$ cat src/rtl/gesture_encoder.sv
// gesture_encoder: measures five servo-style PWM pulse widths, matches each complete
// frame against the rock/paper/scissors finger templates and emits a debounced gesture code.
module gesture_encoder #(
    parameter int CLK_HZ        = 50_000_000,
    parameter int TOL_US        = 100,
    parameter int STABLE_FRAMES = 3,
    parameter int TIMEOUT_US    = 25000
) (
    input  logic       clk,
    input  logic       reset,
    input  logic [4:0] pwm_in,
    output logic [7:0] gesture,
    output logic       gesture_valid,
    output logic       link_ok
);

    localparam int DIV = CLK_HZ / 1_000_000;
    localparam int PW  = (DIV > 1) ? $clog2(DIV) : 1;
    localparam logic [PW-1:0] PRE_MAX = PW'(DIV - 1);
    localparam int TW  = $clog2(TIMEOUT_US + 1);
    localparam logic [TW-1:0] TMO = TW'(TIMEOUT_US);
    localparam logic signed [16:0] TOL_S = 17'(TOL_US);
    localparam logic [3:0] STABLE_N = 4'(STABLE_FRAMES);

    // Templates packed pinky (index 4) down to thumb (index 0), in microseconds.
    localparam logic [4:0][15:0] ROCK_T     = {16'd2000, 16'd2000, 16'd1800, 16'd1800, 16'd1700};
    localparam logic [4:0][15:0] PAPER_T    = {16'd1300, 16'd1100, 16'd1200, 16'd1100, 16'd1000};
    localparam logic [4:0][15:0] SCISSORS_T = {16'd2000, 16'd2000, 16'd1200, 16'd1100, 16'd1700};

    function automatic logic within_tol(input logic [15:0] w, input logic [15:0] t);
        logic signed [16:0] d;
        logic signed [16:0] mag;
        d   = $signed({1'b0, w}) - $signed({1'b0, t});
        mag = (d < 17'sd0) ? -d : d;
        return (mag <= TOL_S);
    endfunction

    function automatic logic frame_match(input logic [4:0][15:0] w, input logic [4:0][15:0] t);
        logic ok;
        ok = 1'b1;
        for (int f = 0; f < 5; f++) begin
            ok = ok & within_tol(w[f], t[f]);
        end
        return ok;
    endfunction

    function automatic logic [7:0] classify(input logic [4:0][15:0] w);
        logic [7:0] c;
        if (frame_match(w, ROCK_T)) begin
            c = 8'h01;
        end else if (frame_match(w, PAPER_T)) begin
            c = 8'h02;
        end else if (frame_match(w, SCISSORS_T)) begin
            c = 8'h03;
        end else begin
            c = 8'h00;
        end
        return c;
    endfunction

    logic [4:0]          sync1_r, sync2_r, prev_r;
    logic [4:0]          rise_s, fall_s, set_s;
    logic [PW-1:0]       pre_r;
    logic                tick_s;
    logic [4:0][15:0]    cnt_r, width_r;
    logic [4:0]          busy_r, done_r;
    logic [4:0][TW-1:0]  timer_r;
    logic [4:0]          stale_r, stale_d_r;
    logic                stale_evt_s, stale_any_s, frame_s;
    logic                frame_r;
    logic [7:0]          class_r;
    logic [7:0]          cand_r, cand_n_s, gesture_n_s;
    logic [3:0]          count_r, count_n_s;
    logic                valid_n_s;

    // Synchronizers and edge-detect history; preset high so a line high at release is no edge.
    always_ff @(posedge clk or negedge reset) begin
        if (!reset) begin
            sync1_r <= 5'h1F;
            sync2_r <= 5'h1F;
            prev_r  <= 5'h1F;
        end else begin
            sync1_r <= pwm_in;
            sync2_r <= sync1_r;
            prev_r  <= sync2_r;
        end
    end

    assign rise_s = sync2_r & ~prev_r;
    assign fall_s = ~sync2_r & prev_r;
    assign set_s  = fall_s & busy_r;
    assign tick_s = (pre_r == PRE_MAX);

    // Free-running microsecond prescaler.
    always_ff @(posedge clk or negedge reset) begin
        if (!reset) begin
            pre_r <= '0;
        end else begin
            pre_r <= tick_s ? '0 : pre_r + PW'(1);
        end
    end

    // Per-channel pulse width measurement; a falling edge outside a pulse is ignored.
    always_ff @(posedge clk or negedge reset) begin
        if (!reset) begin
            cnt_r   <= '0;
            width_r <= '0;
            busy_r  <= 5'h00;
        end else begin
            for (int ch = 0; ch < 5; ch++) begin
                if (rise_s[ch]) begin
                    cnt_r[ch]  <= 16'h0000;
                    busy_r[ch] <= 1'b1;
                end else if (set_s[ch]) begin
                    width_r[ch] <= cnt_r[ch];
                    busy_r[ch]  <= 1'b0;
                end else if (busy_r[ch] && tick_s && (cnt_r[ch] != 16'hFFFF)) begin
                    cnt_r[ch] <= cnt_r[ch] + 16'h0001;
                end
            end
        end
    end

    // Silence timers: stale once TIMEOUT_US ticks pass without a completed pulse.
    always_ff @(posedge clk or negedge reset) begin
        if (!reset) begin
            timer_r   <= '0;
            stale_r   <= 5'h00;
            stale_d_r <= 5'h00;
            link_ok   <= 1'b0;
        end else begin
            for (int ch = 0; ch < 5; ch++) begin
                if (set_s[ch]) begin
                    timer_r[ch] <= '0;
                    stale_r[ch] <= 1'b0;
                end else if (tick_s && (timer_r[ch] != TMO)) begin
                    timer_r[ch] <= timer_r[ch] + TW'(1);
                    stale_r[ch] <= (timer_r[ch] == (TMO - TW'(1)));
                end
            end
            stale_d_r <= stale_r;
            link_ok   <= ~|stale_r;
        end
    end

    assign stale_evt_s = |(stale_r & ~stale_d_r);
    assign stale_any_s = |stale_r;
    // A channel going stale in the same cycle discards the frame.
    assign frame_s     = (&done_r) & ~stale_evt_s;

    // Frame assembly: snapshot classification of all five widths, then restart collection.
    always_ff @(posedge clk or negedge reset) begin
        if (!reset) begin
            done_r  <= 5'h00;
            frame_r <= 1'b0;
            class_r <= 8'h00;
        end else begin
            if (stale_evt_s) begin
                done_r <= 5'h00;
            end else begin
                done_r <= (frame_s ? 5'h00 : done_r) | set_s;
            end
            frame_r <= frame_s;
            if (frame_s) begin
                class_r <= stale_any_s ? 8'h00 : classify(width_r);
            end
        end
    end

    // Stability filter next state; a fresh timeout overrides any frame arriving with it.
    always_comb begin
        cand_n_s    = cand_r;
        count_n_s   = count_r;
        gesture_n_s = gesture;
        valid_n_s   = 1'b0;
        if (stale_evt_s) begin
            cand_n_s    = 8'h00;
            count_n_s   = 4'h0;
            gesture_n_s = 8'h00;
            valid_n_s   = (gesture != 8'h00);
        end else if (frame_r) begin
            if (class_r == cand_r) begin
                count_n_s = (count_r == 4'hF) ? 4'hF : count_r + 4'h1;
            end else begin
                cand_n_s  = class_r;
                count_n_s = 4'h1;
            end
            if ((count_n_s >= STABLE_N) && (cand_n_s != gesture)) begin
                gesture_n_s = cand_n_s;
                valid_n_s   = 1'b1;
            end else begin
                gesture_n_s = gesture;
                valid_n_s   = 1'b0;
            end
        end else begin
            valid_n_s = 1'b0;
        end
    end

    // Stability filter state and registered outputs.
    always_ff @(posedge clk or negedge reset) begin
        if (!reset) begin
            cand_r        <= 8'h00;
            count_r       <= 4'h0;
            gesture       <= 8'h00;
            gesture_valid <= 1'b0;
        end else begin
            cand_r        <= cand_n_s;
            count_r       <= count_n_s;
            gesture       <= gesture_n_s;
            gesture_valid <= valid_n_s;
        end
    end

endmodule

$ cat config.mk
export PLATFORM = sky130hd
export DESIGN_NAME = gesture_encoder
export DESIGN_NICKNAME = d
export VERILOG_FILES = /design/src/rtl/gesture_encoder.sv
export SDC_FILE = /design/constraint.sdc
export NUM_CORES = 1
export LEC_CHECK = 0
export ABC_CLOCK_PERIOD_IN_PS = 4300
export BUFFER_PORTS_ARGS = -buffer_cell sky130_fd_sc_hd__buf_2
export CAP_MARGIN = 20
export CORE_MARGIN = 2
export CORE_UTILIZATION = 49
export CTS_BUF_LIST = sky130_fd_sc_hd__clkbuf_4
export CTS_CLUSTER_DIAMETER = 200
export DETAILED_ROUTE_END_ITERATION = 10
export SLEW_MARGIN = 0
export SYNTH_ARGS = -nofsm -noshare
export SYNTH_HDL_FRONTEND = slang
export SYNTH_SLANG_ARGS = --single-unit
export TNS_END_PERCENT = 20
$ cat constraint.sdc
create_clock -name clk -period 4.3 [get_ports clk]
set_clock_uncertainty 0.1 [all_clocks]
set_input_delay 0 -clock clk [delete_from_list [all_inputs] [get_ports clk]]
set_output_delay 0 -clock clk [all_outputs]
set_load 0.03 [all_outputs]
==> results of run 1 <==
[state kept, by name, summed over array words and instances (netlist names), 5 cells and up]
register	count
width_r	80
timer_r	75
sync1_r	5
gesture	8
done_r	5
cnt_r	80
stale_r	5
busy_r	5
pre_r	6
prev_r	5
cand_r	8
stale_d_r	5
sync2_r	5
[metal layers]
metal  GRT usage  up-vias  share of wire
met3      0.0387      105          0.044
met5           0        -              0
met2       0.345      398           0.44
li1            -     8427              -
met4      0.0858        0          0.027
met1       0.326     8103           0.49
[metrics by stage]
step	power, mW	hold WS [ps]	instance area (um^2)	setup slack, ps	cells
after floorplan	3.15	-396	19500	889	2336
after global placement	3.27	4.67	20000	561	2782
after detailed placement	3.27	6.53	20000	498	2782
after CTS	5.98	182	21200	488	2948
after global routing	6.18	254	21200	236	2950
final	5.85	248	21200	503	2950
[final cells by class]
cell class / instances / area (um^2) / share of cell area
well taps: 525 / 657 / 0.0310
inverters: 76 / 285 / 0.0135
flip-flops and latches: 301 / 7550 / 0.357
clock buffers: 123 / 923 / 0.0436
multi-input cells: 1841 / 11200 / 0.527
clock inverters: 30 / 151 / 0.00715
diodes: 2 / 5.00 / 0.000236
repair buffers: 52 / 435 / 0.0206
[critical path, stage by stage, from the launching register on]
cell       delay (ps)
dfrtp_1           420
inv_1             170
ha_1              480
nand2b_1          230
a21oi_1           220
xnor2_1           160
xor2_1            200
a221o_1           350
a2111oi_0         670
nand4_1           190
o32a_2            430
o21ai_2           120
[cell usage after synthesis (all sizes together), types with 9 or more instances]
cell type / n
xnor2: 89
nor2: 272
o22ai: 13
dfrtp: 286
or4: 10
a211o: 9
or2: 23
o31ai: 15
a211oi: 25
o21ai: 147
a21oi: 111
o211ai: 22
and4: 13
nand2b: 22
a2111oi: 12
o2111ai: 15
and3: 32
and2: 33
o21a: 9
nor4b: 10
nand3: 82
nand4: 45
nand4b: 12
mux2i: 25
nor3: 60
nor4: 35
buf: 33
dfstp: 15
nor3b: 13
or3: 44
nand2: 329
ha: 45
clkbuf: 85
xor2: 95
a31oi: 16
nor2b: 23
inv: 76
[what timing repair did]
action,in CTS,in global routing
buffers inserted,0,0
endpoints found under the setup margin,0,0
hold buffers,13,0
hold endpoints to repair,298,0
[final timing paths]
kind | start | to | slack, ps | cells past startpoint
worst max-delay path | width_r[53] | class_r[1] | 500 | 11
worst min-delay path | sync1_r[0] | sync2_r[0] | 250 | 0
worst max register to register | width_r[53] | class_r[1] | 500 | 11
worst min register to register | sync1_r[0] | sync2_r[0] | 250 | 0
max in group asynchronous | reset | timer_r[52] | 3210 | 4
min in group asynchronous | reset | prev_r[1] | 300 | 3
[cells by family (layout without fill, tap and decap cells)]
group / after synthesis / count (layout) / synth area share
simple gates: 1091 / 1091 / 0.279
compound gates: 494 / 494 / 0.168
flops: 301 / 301 / 0.388
buf+inv: 194 / 281 / 0.0396
xor+xnor: 184 / 184 / 0.0827
fa+ha+maj: 46 / 46 / 0.0294
mux: 26 / 26 / 0.0134
other cells: 0 / 2 / 0
[power by group]
| part | internal (mW) | leakage, nW | switching (mW) |
|---|---|---|---|
| combinational | 0.0946 | 4.45 | 0.189 |
| sequential | 2.89 | 4.11 | 0.0541 |
| clock | 1.38 | 0.654 | 1.25 |
| total | 4.37 | 9.21 | 1.49 |
==> reports/qor.yml, run 1 <==
outcome:
  status: "finished, final reports clean"
drt:
  ant_nets: 0
  first_pass_iters: 5
  routed_via_density: 5.77
  wirelength_um: 46000
  vias: 17000
  wl_per_cell_um: 15.6
  drt_iter0_drc: 1468
  drcViolationCount: 0
flow_run:
  max_cap_violations: 0
placement:
  numPortBuffers: 16
  gp_congestion: 0.877
  hpwlAfterDp_um: 31400
grt:
  grt_usage: 0.228
  gr-total-overflow: 0
  grt_start_max_net_pins: 109
  grt_pass1_vias: 16100
  antenna_found_initial: 1
  grt_first_pass_wirelength_um: 78800
layout:
  drive_gt1_frac: 0.106
  layout_common_cells: "329 x nand2_1, 286 x dfrtp_1, 263 x nor2_1"
  num-nets-final: 2410
  area_delta_synth_final_pct: 8.74
  post-route-util: 0.537
  n_fill_cell: 3813
  final_common_cell: "nand2_1"
clock_tree:
  clock-sinks: 301
  clock_path_buffers: 3
  cts_buffers: 86
  cts_resized: 0
  htree_levels: 3
  path_clk_slew_ps: 60
  insertion_delay_ps: 790
  tritoncts: "done"
  clockRootBuffer: "clkbuf_4"
yosys:
  synthCells: 2336
  synth_cell_type_count: 98
  synth.top_cell.area_share: 0.367
  ys_seq_elements: 301
  postSynth.asyncResetShare: 1.00
  synth_area_mm2: 0.0195
  synth_edf_count: 0
  synth_seq_area_share: 0.388
  synth_top_area_cell: "dfrtp_1"
  yosys_most_used_dff: "dfrtp_1"
  synthTopCellsByArea: "dfrtp_1 37%, nand2_1 6.3%, nor2_1 5.2%"
  syn_nets: 2388
  synth_warnings: 0
  post_synth.cell_area_avg_um2: 8.34
setup_path:
  startpoint_type: "flip-flop"
  crit_type: "reg2reg"
  path_max_fanout: 14
  cp.arrival_ps: 4420
  endpoint_kind: "flip-flop"
  cp.required_ps: 4920
sta:
  rsz0062_at_grt: "no"
  fmax_mhz: 263
  drv_slew: 0
  hold_viol: 0
  timing.final.crit_share: 0.883
  tightest_slew_ps: 898
  slew_headroom: 0.386
  fin_crit_ps: 3800
  tns_ps: 0
  setup_viol: 0
die:
  fp.dieW_um: 203
  ios: 17
  dieArea_mm2: 0.0414
  start_util: 0.494
  coreArea_mm2: 0.0395
  fp-row-count: 73
  die_h_um: 203
power_and_ir_drop:
  p_leak_nw: 9.21
  ir_drop_mv: 0.222
  p_per_area_mw_per_mm2: 276
hold_path:
  hp-class: "reg2reg"
(Power assumes the default switching activity.)
==> run 2, diff against run 1 <==
- ABC_CLOCK_PERIOD_IN_PS: 4300 -> 3400
- PLACE_DENSITY: unset -> 0.74
- clock period: 4.3 -> 3.4 ns (I/O delays scaled with it)
==> reports/qor.yml, run 2 (same netlist as run 1, synthesis figures left out) <==
layout:
  num-nets-final: 2494  # +3.5%
  area_delta_synth_final_pct: 11.9
  drive_gt1_frac: 0.139  # +0.0324
  layout_common_cells: "329 x nand2_1, 285 x dfrtp_1, 263 x nor2_1"
  post-route-util: 0.553  # +0.0158
  final_common_cell: "nand2_1"
  largestRegisters: "cnt_r: 80 flops, width_r: 80 flops, timer_r: 75 flops"
die:
  fp-row-count: 73  # unchanged
  ios: 17  # unchanged
  fp.dieW_um: 203  # unchanged
  start_util: 0.494  # unchanged
  die_h_um: 203  # unchanged
  dieArea_mm2: 0.0414  # unchanged
  coreArea_mm2: 0.0395  # unchanged
sta:
  tightest_slew_ps: 938  # +39.7 ps
  rsz0062_at_grt: "no"
  hold_viol: 0  # unchanged
  slew_headroom: 0.375  # -0.0110
  fin_crit_ps: 3290  # -511 ps
  timing.final.crit_share: 0.966  # +0.0835
  drv_slew: 0  # unchanged
  setup_viol: 0  # unchanged
  fmax_mhz: 304  # +16%
  tns_ps: 0  # unchanged
grt:
  antenna_found_initial: 3  # +2
  grt_pass1_vias: 16800  # +4.2%
  grt_start_max_net_pins: 118  # +8.3%
  gr-total-overflow: 0  # unchanged
  grt_first_pass_wirelength_um: 80700  # +2.5%
  grt_usage: 0.231  # +0.00352
setup_path:
  worstRegToRegCells: 11  # unchanged
  path_max_fanout: 10  # -4
  cp.required_ps: 3990  # -930 ps
  startpoint_type: "flip-flop"
  endpoint_kind: "flip-flop"
  cp.arrival_ps: 3880  # -540 ps
  crit_type: "reg2reg"
  rr_startpoint: "width_r[68]"
  timing.critical_path.from: "width_r[68]"
outcome:
  status: "finished, final reports clean"
drt:
  drt_iter0_drc: 1467  # -0.068%
  first_pass_iters: 6  # +1
  drcViolationCount: 0  # unchanged
  ant_nets: 0  # unchanged
  wl_per_cell_um: 15.6  # +0.26%
  vias: 17600  # +3.2%
  routed_via_density: 5.81  # +0.55%
  wirelength_um: 47400  # +2.9%
clock_tree:
  insertion_delay_ps: 780  # about the same
  cts_buffers: 82  # -4.7%
  clock-sinks: 301  # unchanged
  clockRootBuffer: "clkbuf_4"
  htree_levels: 3  # unchanged
  tritoncts: "done"
  path_clk_slew_ps: 60  # about the same
  clock_path_buffers: 3  # unchanged
placement:
  gp_congestion: 0.918  # +4.7%
  numPortBuffers: 16  # unchanged
  hpwlAfterDp_um: 33400  # +6.2%
hold_path:
  hold_depth: 0  # unchanged
  min-delay-start: "sync1_r[3]"
  hp-class: "reg2reg"
power_and_ir_drop:
  p_per_area_mw_per_mm2: 331  # +20%
  ir_drop_mv: 0.174  # -22%
  p_leak_nw: 9.61  # +4.3%
flow_run:
  max_cap_violations: 0  # unchanged
run 2: cell type report:
type	instances	area [um^2]
tap	525	657
timing repair buffer	140	1090
clock buffer	118	886
clock inverter	22	87.6
multi-input combinational	1841	11200
inverter	76	285
fill	3613	17700
sequential	301	7550
antenna	5	12.5
run 2: stage by stage:
stage / cells / hold WS, ps / setup WS [ps] / area (um^2) / power [mW]
after global placement: 2871 / 7.00 / 152 / 20600 / 4.12
after CTS: 3023 / 219 / 93.9 / 21700 / 7.32
final: 3028 / 255 / 114 / 21800 / 7.21
after floorplan: 2336 / -396 / 7.02 / 19500 / 3.99
after global routing: 3028 / 257 / 9.31 / 21800 / 7.58
after detailed placement: 2871 / 6.52 / 19.2 / 20600 / 4.15
run 2: metal layers:
layer / up-vias / track usage / part of all wire
li1: 8560 / - / -
met1: 8388 / 0.322 / 0.47
met2: 522 / 0.360 / 0.45
met3: 109 / 0.0438 / 0.055
met4: 0 / 0.0826 / 0.027
met5: - / 0 / 0
run 2: timing repair:
item / CTS / global route
hold buffers: 12 / 0
buffers inserted: 0 / 0
endpoints found under the setup margin: 1 / 2
pin swaps: 0 / 0
hold endpoints to repair: 300 / 0
resized for setup: 1 / 13
run 2: path summary, 6_finish.rpt:
kind                               to  slack (ps)
max in group asynchronous  sync1_r[3]        1810
min in group asynchronous   cnt_r[30]         330
min                        sync2_r[3]         250
min reg2reg                sync2_r[3]         250
max                        class_r[0]         110
max reg2reg                class_r[0]         110
run 2: report_power, final:
| part | leakage [nW] | switching, mW | internal, mW |
|---|---|---|---|
| logic | 4.91 | 0.238 | 0.121 |
| registers | 4.11 | 0.0716 | 3.66 |
| clock network | 0.595 | 1.54 | 1.59 |
run 2: worst max-delay path, stage by stage (launching register included):
cell and delay (ps):
dfrtp_1 360, inv_1 60, ha_1 200, buf_4 170, and4b_1 290, nand2_1 70
a2111oi_1 730, a221oi_1 220, a211oi_1 420, o2111ai_2 210, buf_4 180, o31ai_1 170
